### config.mk
export PLATFORM = sky130hd
export DESIGN_NAME = stopwatch_controller
export DESIGN_NICKNAME = d
export VERILOG_FILES = /design/src/rtl/stopwatch_pkg.sv /design/src/rtl/button_conditioner.sv /design/src/rtl/stopwatch_controller.sv
export SDC_FILE = /design/constraint.sdc
export NUM_CORES = 1
export LEC_CHECK = 0
export ABC_AREA = 1
export ABC_CLOCK_PERIOD_IN_PS = 1020
export CELL_PAD_IN_SITES_DETAIL_PLACEMENT = 0
export CELL_PAD_IN_SITES_GLOBAL_PLACEMENT = 1
export CORE_MARGIN = 2
export CORE_UTILIZATION = 35
export CTS_CLUSTER_SIZE = 14
export DETAILED_ROUTE_END_ITERATION = 7
export PLACE_DENSITY_LB_ADDON = 0.3
export SYNTH_ARGS = -nofsm -noshare
export SYNTH_HDL_FRONTEND = slang
export SYNTH_SLANG_ARGS = --single-unit
### constraint.sdc
create_clock -name clk -period 1.02 [get_ports clk]
set_input_delay 0.204 -clock clk [delete_from_list [all_inputs] [get_ports clk]]
set_output_delay 0.204 -clock clk [all_outputs]
set_load 0.01 [all_outputs]
### src/rtl/stopwatch_pkg.sv
// stopwatch_pkg: shared state encoding and default timing constants for the stopwatch controller.
package stopwatch_pkg;
  typedef enum logic [1:0] {IDLE = 2'b00, RUN = 2'b01, PAUSE = 2'b10, LAP = 2'b11} state_t;
  localparam int DEBOUNCE_TICKS_DEF = 2;
  localparam int REFRESH_TICKS_DEF = 10;
endpackage

### src/rtl/button_conditioner.sv
// button_conditioner: synchronizes a raw button, debounces it on the 100 Hz tick and emits a one-clk press event.
module button_conditioner #(
  parameter int DEBOUNCE_TICKS = 2
) (
  input  logic clk,
  input  logic rst_n,
  input  logic tick_i,
  input  logic btn_i,
  output logic ev_o
);
  localparam int CW = $clog2(DEBOUNCE_TICKS + 1);
  logic [1:0] sync_q;
  logic level_q, level_d, ev_q, ev_d, last;
  logic [CW-1:0] cnt_q, cnt_d;
  always_comb begin
    last = cnt_q == CW'(DEBOUNCE_TICKS - 1);
    cnt_d = tick_i ? ((sync_q[1] == level_q || last) ? '0 : cnt_q + 1'b1) : cnt_q;
    level_d = (tick_i && sync_q[1] != level_q && last) ? sync_q[1] : level_q;
    ev_d = level_d & ~level_q;
  end
  always_ff @(posedge clk or negedge rst_n) begin
    if (!rst_n) begin
      sync_q <= '0;
      level_q <= 1'b0;
      cnt_q <= '0;
      ev_q <= 1'b0;
    end else begin
      sync_q <= {sync_q[0], btn_i};
      level_q <= level_d;
      cnt_q <= cnt_d;
      ev_q <= ev_d;
    end
  end
  assign ev_o = ev_q;
endmodule

### src/rtl/stopwatch_controller.sv
// stopwatch_controller: button-driven run/pause/lap FSM gating the 100 Hz tick into the counter chain
// and scheduling display updates over a req/ack handshake.
module stopwatch_controller
  import stopwatch_pkg::*;
#(
  parameter int DEBOUNCE_TICKS = DEBOUNCE_TICKS_DEF,
  parameter int REFRESH_TICKS = REFRESH_TICKS_DEF
) (
  input  logic       clk,
  input  logic       rst_n,
  input  logic       tick_100hz,
  input  logic       btn_start_stop,
  input  logic       btn_lap_reset,
  output logic       counter_enable,
  output logic       counter_clear,
  output logic       display_enable,
  output logic       disp_req,
  input  logic       disp_ack,
  output logic [1:0] state_o
);
  localparam int RW = $clog2(REFRESH_TICKS + 1);
  state_t state_q, state_d;
  logic ev_ss, ev_lr_raw, ev_lr;
  logic en_q, en_d, clr_q, clr_d, disp_en_q, disp_en_d;
  logic req_q, req_d, pend_q, pend_d;
  logic trans, run_tick, wrap;
  logic [RW-1:0] ref_q, ref_d;
  button_conditioner #(.DEBOUNCE_TICKS(DEBOUNCE_TICKS)) u_ss (
    .clk(clk), .rst_n(rst_n), .tick_i(tick_100hz), .btn_i(btn_start_stop), .ev_o(ev_ss)
  );
  button_conditioner #(.DEBOUNCE_TICKS(DEBOUNCE_TICKS)) u_lr (
    .clk(clk), .rst_n(rst_n), .tick_i(tick_100hz), .btn_i(btn_lap_reset), .ev_o(ev_lr_raw)
  );
  // start/stop has priority when both presses land in the same cycle
  assign ev_lr = ev_lr_raw & ~ev_ss;
  always_ff @(posedge clk or negedge rst_n) begin
    if (!rst_n) begin
      state_q <= IDLE;
      en_q <= 1'b0;
      clr_q <= 1'b0;
      disp_en_q <= 1'b1;
      req_q <= 1'b0;
      pend_q <= 1'b1;
      ref_q <= '0;
    end else begin
      state_q <= state_d;
      en_q <= en_d;
      clr_q <= clr_d;
      disp_en_q <= disp_en_d;
      req_q <= req_d;
      pend_q <= pend_d;
      ref_q <= ref_d;
    end
  end
  always_comb begin
    state_d = state_q;
    unique case (state_q)
      IDLE:  state_d = ev_ss ? RUN : IDLE;
      RUN:   state_d = ev_ss ? PAUSE : ev_lr ? LAP : RUN;
      LAP:   state_d = ev_ss ? PAUSE : ev_lr ? RUN : LAP;
      PAUSE: state_d = ev_ss ? RUN : ev_lr ? IDLE : PAUSE;
    endcase
  end
  always_comb begin
    trans = state_d != state_q;
    run_tick = tick_100hz && state_q == RUN;
    wrap = run_tick && !trans && ref_q == RW'(REFRESH_TICKS - 1);
    ref_d = (trans || wrap) ? '0 : run_tick ? ref_q + 1'b1 : ref_q;
    en_d = tick_100hz && (state_q == RUN || state_q == LAP);
    clr_d = ev_lr && (state_q == IDLE || state_q == PAUSE);
    disp_en_d = state_d != LAP;
    // pending stays up while a request is outstanding, so later updates merge into it
    pend_d = trans || clr_d || wrap || (pend_q && !(req_q && disp_ack));
    req_d = req_q ? !disp_ack : pend_q;
  end
  assign counter_enable = en_q;
  assign counter_clear = clr_q;
  assign display_enable = disp_en_q;
  assign disp_req = req_q;
  assign state_o = state_q;
endmodule

**Yosys cells after proc, flatten, opt, wreduce, memory -nomap -nowiden**

Cells that the tools add are included.

- Bits in registers: 23
- Bits of input ports: 6
- Output and inout port bits: 6
- Word-level logic and storage cells: 75

- Add/sub/neg operators: 3
- Equality and inequality tests: 12
- Mux-type cells: 15
- Bitwise gates (word level): 6
- Reduce and logical (&&, ||, !) cells: 24

Operators by type and width:

| cell | count |
|---|---|
| $mux W2 | 8 |
| $logic_and A1 B1 Y1 | 11 |
| $logic_or A1 B1 Y1 | 8 |
| $mux W4 | 2 |
| $pmux W2 S4 | 1 |
| $eq A2 B1 Y1 const B | 3 |
| $add A2 B1 Y2 const B | 2 |
| $add A4 B1 Y4 const B | 1 |
| $eq A2 B2 Y1 const B | 2 |
| $eq A4 B4 Y1 const B | 1 |
| $mux W1 | 4 |
| $and A1 B1 Y1 | 3 |
| $logic_not A1 Y1 | 3 |
| $not A1 Y1 | 3 |
| $eq A1 B1 Y1 | 2 |
| $logic_not A2 Y1 | 1 |
| $ne A1 B1 Y1 | 2 |
| $ne A2 B2 Y1 | 1 |
| $ne A2 B2 Y1 const B | 1 |
| $reduce_bool A2 Y1 | 1 |

**Longest topological paths before layout**

Gate-level depths: netlist (run 1).

- Depth in word-level cells: 11
- Mapped depth: 7
- Gate-level depth less buffers: 7

**Modules after synthesis**

From an unflattened synthesis (run 1), not the netlist that was laid out.

- Cells, all modules: 110
- Area, all modules: 1021.0 µm²

Modules (own cells, without submodules):

| module | instances | cells each | area each (µm²) | seq. area each (µm²) |
|---|---|---|---|---|
| stopwatch_controller | 1 | 62 | 550.5 | 277.8 |
| button_conditioner | 2 | 24 | 235.2 | 150.1 |

**Least setup slack after synthesis (run 1)**

No wires, ideal clock.

- Kind: reg2reg
- From: register state_q[0] (netlist: state_o[0])
- To: register ref_q[2]
- Setup time: 0.116 ns
- Arrival: 0.907 ns
- Required time: 0.904 ns
- Setup slack: -0.003 ns
- Cell stages (with the launch flop): 6
- Buffers on the path: 0
- Clock period less this slack: 1.023 ns
- Path through: dfrtp_1 > nand2_2 > nor2_4 > nand3_1 > nand2_1 > nor2_1

- Word-level cells in the longest chain between the ends: 8
- Elaborated cells between the ends (all ways): 13
- Those cells by class: eq/ne: 4; mux: 2; reduce/logical: 7

Ends and longest elaborated chain:

| element | line | RTL |
|---|---|---|
| start, declared | stopwatch_controller.sv:22 | `state_t state_q, state_d;` |
| start signal, assigned | stopwatch_controller.sv:46 | `state_q <= state_d;` |
| $eq A2 B2 Y1 (tied with other cells) | stopwatch_controller.sv:57 | `unique case (state_q)` |
| $pmux W2 S4 | stopwatch_controller.sv:57 |  |
| $ne A2 B2 Y1 | stopwatch_controller.sv:65 | `trans = state_d != state_q;` |
| $logic_not A1 Y1 | stopwatch_controller.sv:67 | `wrap = run_tick && !trans && ref_q == RW'(REFRESH_TICKS - 1);` |
| $logic_and A1 B1 Y1 (2 in series) | stopwatch_controller.sv:67 |  |
| $logic_or A1 B1 Y1 | stopwatch_controller.sv:68 | `ref_d = (trans \|\| wrap) ? '0 : run_tick ? ref_q + 1'b1 : ref_q;` |
| $mux W4 or $reduce_bool A2 Y1 (tied branches) | -- |  |
| end signal, assigned | stopwatch_controller.sv:52 | `ref_q <= ref_d;` |
| end, declared | stopwatch_controller.sv:27 | `logic [RW-1:0] ref_q, ref_d;` |

Parallel ways exist; a longest one is shown, timed or not.
A chain may end at the register's enable or synchronous reset.

**Final worst setup path (run 1)**

- From: register disp_en_q (netlist: display_enable)
- To: output port display_enable

RTL lines:

| element | line | RTL |
|---|---|---|
| start, declared | stopwatch_controller.sv:24 | `logic en_q, en_d, clr_q, clr_d, disp_en_q, disp_en_d;` |
| start signal, assigned | stopwatch_controller.sv:49 | `disp_en_q <= disp_en_d;` |
| end, declared | stopwatch_controller.sv:16 | `output logic display_enable,` |

No word-level cell between the ends.

==> impl_metrics.py, run 1 <==
metrics = {
    "finish": {
        "fin_util_pct": 52.7,
        "area_growth_pct": 43.9,
        "drive_gt1_share_pct": 41.2,
        "final_cells": 179,
        "n_antenna_cell": 0,
        "fin_nets": 159,
    },
    "pwr": {
        "cellLeakagePower_nw": 0.752,
        "powerDensity_nw_per_um2": 2570,
        "ir_drop_uv": 1300,
        "fin_total_pwr_mw": 3.71,
    },
    "setup_path": {
        "cp_max_fo": 1,
        "r2r_cells": 3,
        "slowest_delay_ns": 0.56,
        "path_class": "flop to output pin",
        "crit_path_top_delay_cell": "dfstp_2",
        "crit_arrival_ns": 0.97,
        "endpoint_kind": "output pin",
        "required_ns": 0.82,
        "worstReg2RegEnd": "pend_q",
        "r2r_slack_ns": -0.06,
        "crit_chain": "buf_6",
        "r2r_start": "u_ss.ev_o",
        "crit_buf_inv": 1,
        "worst-path-stages": 1,
        "cp_top_family": "flip-flops",
        "crit_path_start_kind": "flop",
    },
    "sta": {
        "finalHoldViolCount": 0,
        "post-route-period-util_pct": 115,
        "tns_ns": -0.586,
        "setup_viol": 11,
        "setup_slack_ns": -0.156,
        "rsz0062_at_grt": "yes",
        "finClkSkew_ns": 0.00836,
        "fmax_mhz": 850,
        "slew_violations": 0,
        "tightest_slew_ns": 0.210,
        "relSlewSlack_pct": 86.0,
        "period_minus_slack_ns": 1.18,
    },
    "clock_network": {
        "htree_num_levels": 1,
        "cts.sinks": 23,
        "ctsHoldBuffers": 0,
        "clock_tree.buffer_depth": 2,
        "clkTransAtPathRegs_ns": 0.13,
        "cts_tree": "yes",
        "root_buffer": "clkbuf_4",
        "clock_latency_ns": 0.32,
        "numCtsBuffers": 3,
    },
    "min_path": {
        "min_to": "counter_enable",
        "worst_hold_path_type": "input port to flop",
        "holdPathStages": 3,
        "min_from": "tick_100hz",
    },
    "floorplan": {
        "io_pins": 12,
        "start_util_pct": 36.6,
        "dieArea_um2": 3300,
        "rows": 19,
        "die_height_um": 57.5,
        "core-area_um2": 2730,
        "chipWidth_um": 57.5,
    },
    "routing": {
        "detail-route-antenna-nets": 0,
        "dr.max_layer_used": "met4",
        "vias": 832,
        "drtPass1Iterations": 4,
        "wl_met3_um": 101,
        "drt_wl_total_um": 1990,
        "routedWlPerCell_um": 11.1,
        "drt-met1-wl_um": 762,
        "vias_per_cell": 4.65,
        "drt_iter0_markers": 12,
        "drc_errors": 0,
        "wl_met2_um": 1100,
    },
    "logic_synthesis": {
        "synthFlopType": "dfrtp_1",
        "synth_seq_cells": 23,
        "synth.distinct_cells": 14,
        "synth_top_area_cell": "dfrtp_1",
        "synth.area.top_cells": "dfrtp_1 53%, nand2_1 14%, inv_1 6.4%",
        "yosysWarnings": 0,
        "avgSynthCellArea_um2": 8.63,
        "synth_top_area_share_pct": 52.5,
        "synth-edff-count": 0,
        "yosysMostFrequentCell": "nand2_1",
        "syn_area_um2": 1000,
        "ys_seq_area_share_pct": 57.8,
        "synth_fp_nets": 126,
        "ys_top_cells_by_count": "38 x nand2_1, 21 x dfrtp_1, 17 x inv_1",
        "syn_inst": 116,
        "async_flop_share_pct": 100,
    },
    "global_routing": {
        "grt_max_degree": 24,
        "antenna_found_initial": 0,
        "grt_pass1_wl_um": 3340,
        "grt_pass1_vias": 833,
        "grt_overflow_total": 0,
        "grt_util_all_layers_pct": 13.0,
    },
    "outcome": {
        "violations": "setup timing",
        "status": "finished with violations",
    },
    "run": {
        "maxCapViolations": 0,
    },
    "placement": {
        "gp_congestion": 0.803,
        "place_ws_ns": -0.341,
        "portBuffers": 11,
        "dp_cells": 169,
        "hpwl_um": 1310,
    },
}
per-stage QoR:
step,instance area [um2],hold WS (ns)
after floorplan,1000,-0.0916
after global placement,1250,0.336
after detailed placement,1250,0.336
after CTS,1350,0.203
after global routing,1440,0.171
final,1440,0.200
cell usage in the layout (no fill, tap or decap), drive strengths merged:
master,synthesis,layout
clkinv,0,1
dfrtp,21,21
dlymetal6s2s,0,1
nand4,2,2
clkbuf,0,3
dfstp,2,2
clkdlybuf4s50,0,4
nand3b,1,1
nor2,15,15
nand2,39,39
buf,0,23
inv,17,17
nand3,8,8
nor3,2,2
or2,1,1
o21ai,4,4
ha,4,4
power breakdown:
| part | leakage (nW) | internal [mW] | switching, mW |
|---|---|---|---|
| clock | 0.0177 | 0.147 | 0.281 |
| sequential | 0.288 | 1.22 | 0.226 |
| combinational | 0.446 | 0.941 | 0.897 |
cell families (layout without fill, tap and decap cells):
kind of cell               count (synthesis)  in the layout  share of synthesized area, %
DFF                                       23             23                          57.7
and+or+nand+nor                           68             68                          28.9
AOI/OAI and AO/OA                          4              4                          2.00
buffers and inverters                     17             49                          6.37
adders and majority gates                  4              4                          5.00
sequential cells by signal, summed over array words and instances, names as in the netlist:
name,count
ref_q,4
state_o,2
u_lr.cnt_q,2
u_lr.sync_q,2
u_ss.cnt_q,2
u_ss.sync_q,2
counter_clear,1
counter_enable,1
disp_req,1
display_enable,1
pend_q,1
u_lr.ev_o,1
u_lr.level_q,1
u_ss.ev_o,1
u_ss.level_q,1
how the worst max path moves through the flow:
stage,to,slack [ns],start
3_5_place_dp,ref_q[3],-0.34,tick_100hz
4_1_cts,display_enable,-0.17,display_enable
2_1_floorplan,ref_q[2],0.05,state_o[1]
3_3_place_gp,ref_q[3],-0.30,tick_100hz
6_report,display_enable,-0.16,display_enable
5_1_grt,display_enable,-0.21,display_enable
final cells by class:
type | instances | area, um2
clock inverter | 1 | 5.00
inverter | 17 | 66.3
clock buffer | 3 | 22.5
timing repair buffer | 28 | 250
multi-input combinational | 76 | 478
tap | 31 | 38.8
sequential | 23 | 579
fill | 259 | 1290
what timing repair did:
action,CTS,global route
cloned,0,0
pin swaps,16,19
buffers inserted,5,1
gates resized for setup,44,28
setup endpoints to repair,15,20
layer usage:
metal | up-vias | global-route usage (%)
li1 | 419 | -
met1 | 394 | 13.6
met2 | 14 | 24.2
met3 | 5 | 4.31
met4 | 0 | 3.99
met5 | - | 0
Note: power is estimated with default switching activity, not from simulation.
==> run 2, diff against run 1 <==
Settings changed: DONT_BUFFER_PORTS set to 1, TNS_END_PERCENT set to 5.
==> impl_metrics.py, run 2 (synthesized netlist as in run 1, its figures left out) <==
metrics = {
    "outcome": {
        "status": "finished with violations",
        "violations": "setup timing",
    },
    "setup_path": {
        "r2r_start": "state_o[1]",
        "endpoint_kind": "output pin",
        "worstReg2RegEnd": "ref_q[1]",
        "crit_path_start_kind": "flop",
        "r2r_cells": 5,
        "crit_path_top_delay_cell": "dfrtp_2",
        "crit_arrival_ns": 0.89,
        "crit_chain": "buf_6",
        "cp_top_family": "flip-flops",
        "cp_max_fo": 3,
        "worst-path-stages": 1,
        "slowest_delay_ns": 0.45,
        "path_class": "flop to output pin",
        "r2r_slack_ns": -0.03,
        "cp-endpoint": "state_o[0]",
        "required_ns": 0.82,
        "crit_buf_inv": 1,
        "cp-startpoint": "state_o[0]",
    },
    "global_routing": {
        "grt_pass1_vias": 730,
        "grt_util_all_layers_pct": 11.7,
        "antenna_found_initial": 0,
        "grt_overflow_total": 0,
        "grt_pass1_wl_um": 3000,
        "grt_max_degree": 24,
    },
    "routing": {
        "detail-route-antenna-nets": 0,
        "drc_errors": 0,
        "vias": 769,
        "routedWlPerCell_um": 10.4,
        "drtPass1Iterations": 4,
        "drt_wl_total_um": 1700,
        "vias_per_cell": 4.69,
        "drt_iter0_markers": 18,
    },
    "placement": {
        "hpwl_um": 1230,
        "portBuffers": 0,
        "dp_cells": 153,
        "gp_congestion": 0.725,
    },
    "sta": {
        "period_minus_slack_ns": 1.10,
        "rsz0062_at_grt": "yes",
        "finalHoldViolCount": 0,
        "setup_viol": 6,
        "fin_hold_ws_ns": 0.0310,
        "slew_violations": 0,
        "tightest_slew_ns": 0.187,
        "relSlewSlack_pct": 87.5,
        "finClkSkew_ns": 0.00735,
        "setup_slack_ns": -0.0769,
        "post-route-period-util_pct": 108,
        "fmax_mhz": 912,
    },
    "finish": {
        "n_antenna_cell": 0,
        "final_common_cell": "nand2_1",
        "largest_reg_flops": 4,
        "final_cell_mix": "36 x nand2_1, 20 x dfrtp_1, 16 x inv_1",
        "fin_nets": 144,
        "drive_gt1_share_pct": 21.1,
        "top_register": "ref_q",
        "fin_util_pct": 44.9,
        "area_growth_pct": 22.6,
        "final_cells": 164,
    },
    "floorplan": {
        "die_height_um": 57.5,
        "dieArea_um2": 3300,
        "start_util_pct": 36.6,
        "core-area_um2": 2730,
        "io_pins": 12,
        "chipWidth_um": 57.5,
        "rows": 19,
    },
    "clock_network": {
        "cts.sinks": 23,
        "clkTransAtPathRegs_ns": 0.12,
        "htree_num_levels": 1,
        "clock_latency_ns": 0.31,
        "cts_tree": "yes",
        "root_buffer": "clkbuf_4",
        "numCtsBuffers": 3,
        "clock_tree.buffer_depth": 2,
    },
    "pwr": {
        "power.clock.fraction_pct": 13.9,
        "cellLeakagePower_nw": 0.625,
        "pwr-share-comb_pct": 37.7,
        "switching_share_pct": 36.6,
        "p_seq_share_pct": 48.4,
        "power.internal_mw": 1.89,
        "ir_drop_uv": 1280,
        "p_sw_mw": 1.09,
        "powerDensity_nw_per_um2": 2430,
    },
    "run": {
        "maxCapViolations": 0,
    },
    "min_path": {
        "holdPathStages": 2,
        "worst_hold_path_type": "input port to flop",
    },
}
==> run 2: changes by cell type in the layout (fill, tap and decap cells not counted), sizes merged <==
cell	delta
clkdlybuf4s50	-4
clkbuf	+1
dlymetal6s2s	-1
dlygate4sd3	+4
buf	-14
clkinv	-1
==> run 2: timing repair <==
item                                   in CTS  in global routing
setup buffers                               2                  0
endpoints found under the hold margin      27                 23
setup endpoints to repair                   9                 14
gates resized for setup                     7                  6
hold buffers                                3                  2
pin swaps                                   4                  3
==> run 2: cell type report <==
| class | instances | area, um2 |
|---|---|---|
| Fill cell | 270 | 1510 |
| Clock buffer | 4 | 26.3 |
| Inverter | 17 | 63.8 |
| Timing Repair Buffer | 13 | 128 |
| Sequential cell | 23 | 579 |
| Multi-Input combinational cell | 76 | 392 |
| Tap cell | 31 | 38.8 |
==> run 2: worst min path at each step <==
stage	start	end
after floorplan	rst_n	counter_clear
after global placement	rst_n	counter_clear
after detailed placement	rst_n	counter_clear
after CTS	rst_n	u_ss.sync_q[1]
after global routing	tick_100hz	counter_enable
final	tick_100hz	counter_enable
==> run 2: power groups by stage <==
stage	registers (mW)	logic, mW	clock network (mW)
2_1_floorplan	1.46	0.626	0
3_3_place_gp	1.46	0.905	0
3_5_place_dp	1.47	0.925	0
4_1_cts	1.44	1.08	0.445
5_1_grt	1.48	1.31	0.486
6_report	1.44	1.12	0.415
==> run 2: through the flow <==
stage	setup slack [ns]	area [um2]	TNS (ns)	power, mW
4_1_cts	-0.0879	1180	-0.306	2.96
6_report	-0.0769	1230	-0.272	2.98
2_1_floorplan	0.0507	1000	0	2.09
3_5_place_dp	-0.0175	1090	-0.0215	2.40
3_3_place_gp	0.0105	1090	0	2.37
5_1_grt	-0.126	1230	-0.902	3.28
==> run 2: routing by layer <==
| metal | wire (um) | GRT usage (%) | part of all wire, % |
|---|---|---|---|
| met4 | 13 | 2.99 | 0.77 |
| met1 | 754 | 14.2 | 44 |
| met2 | 852 | 19.3 | 50 |
| met5 | 0 | 0 | 0 |
| met3 | 78 | 4.99 | 4.6 |
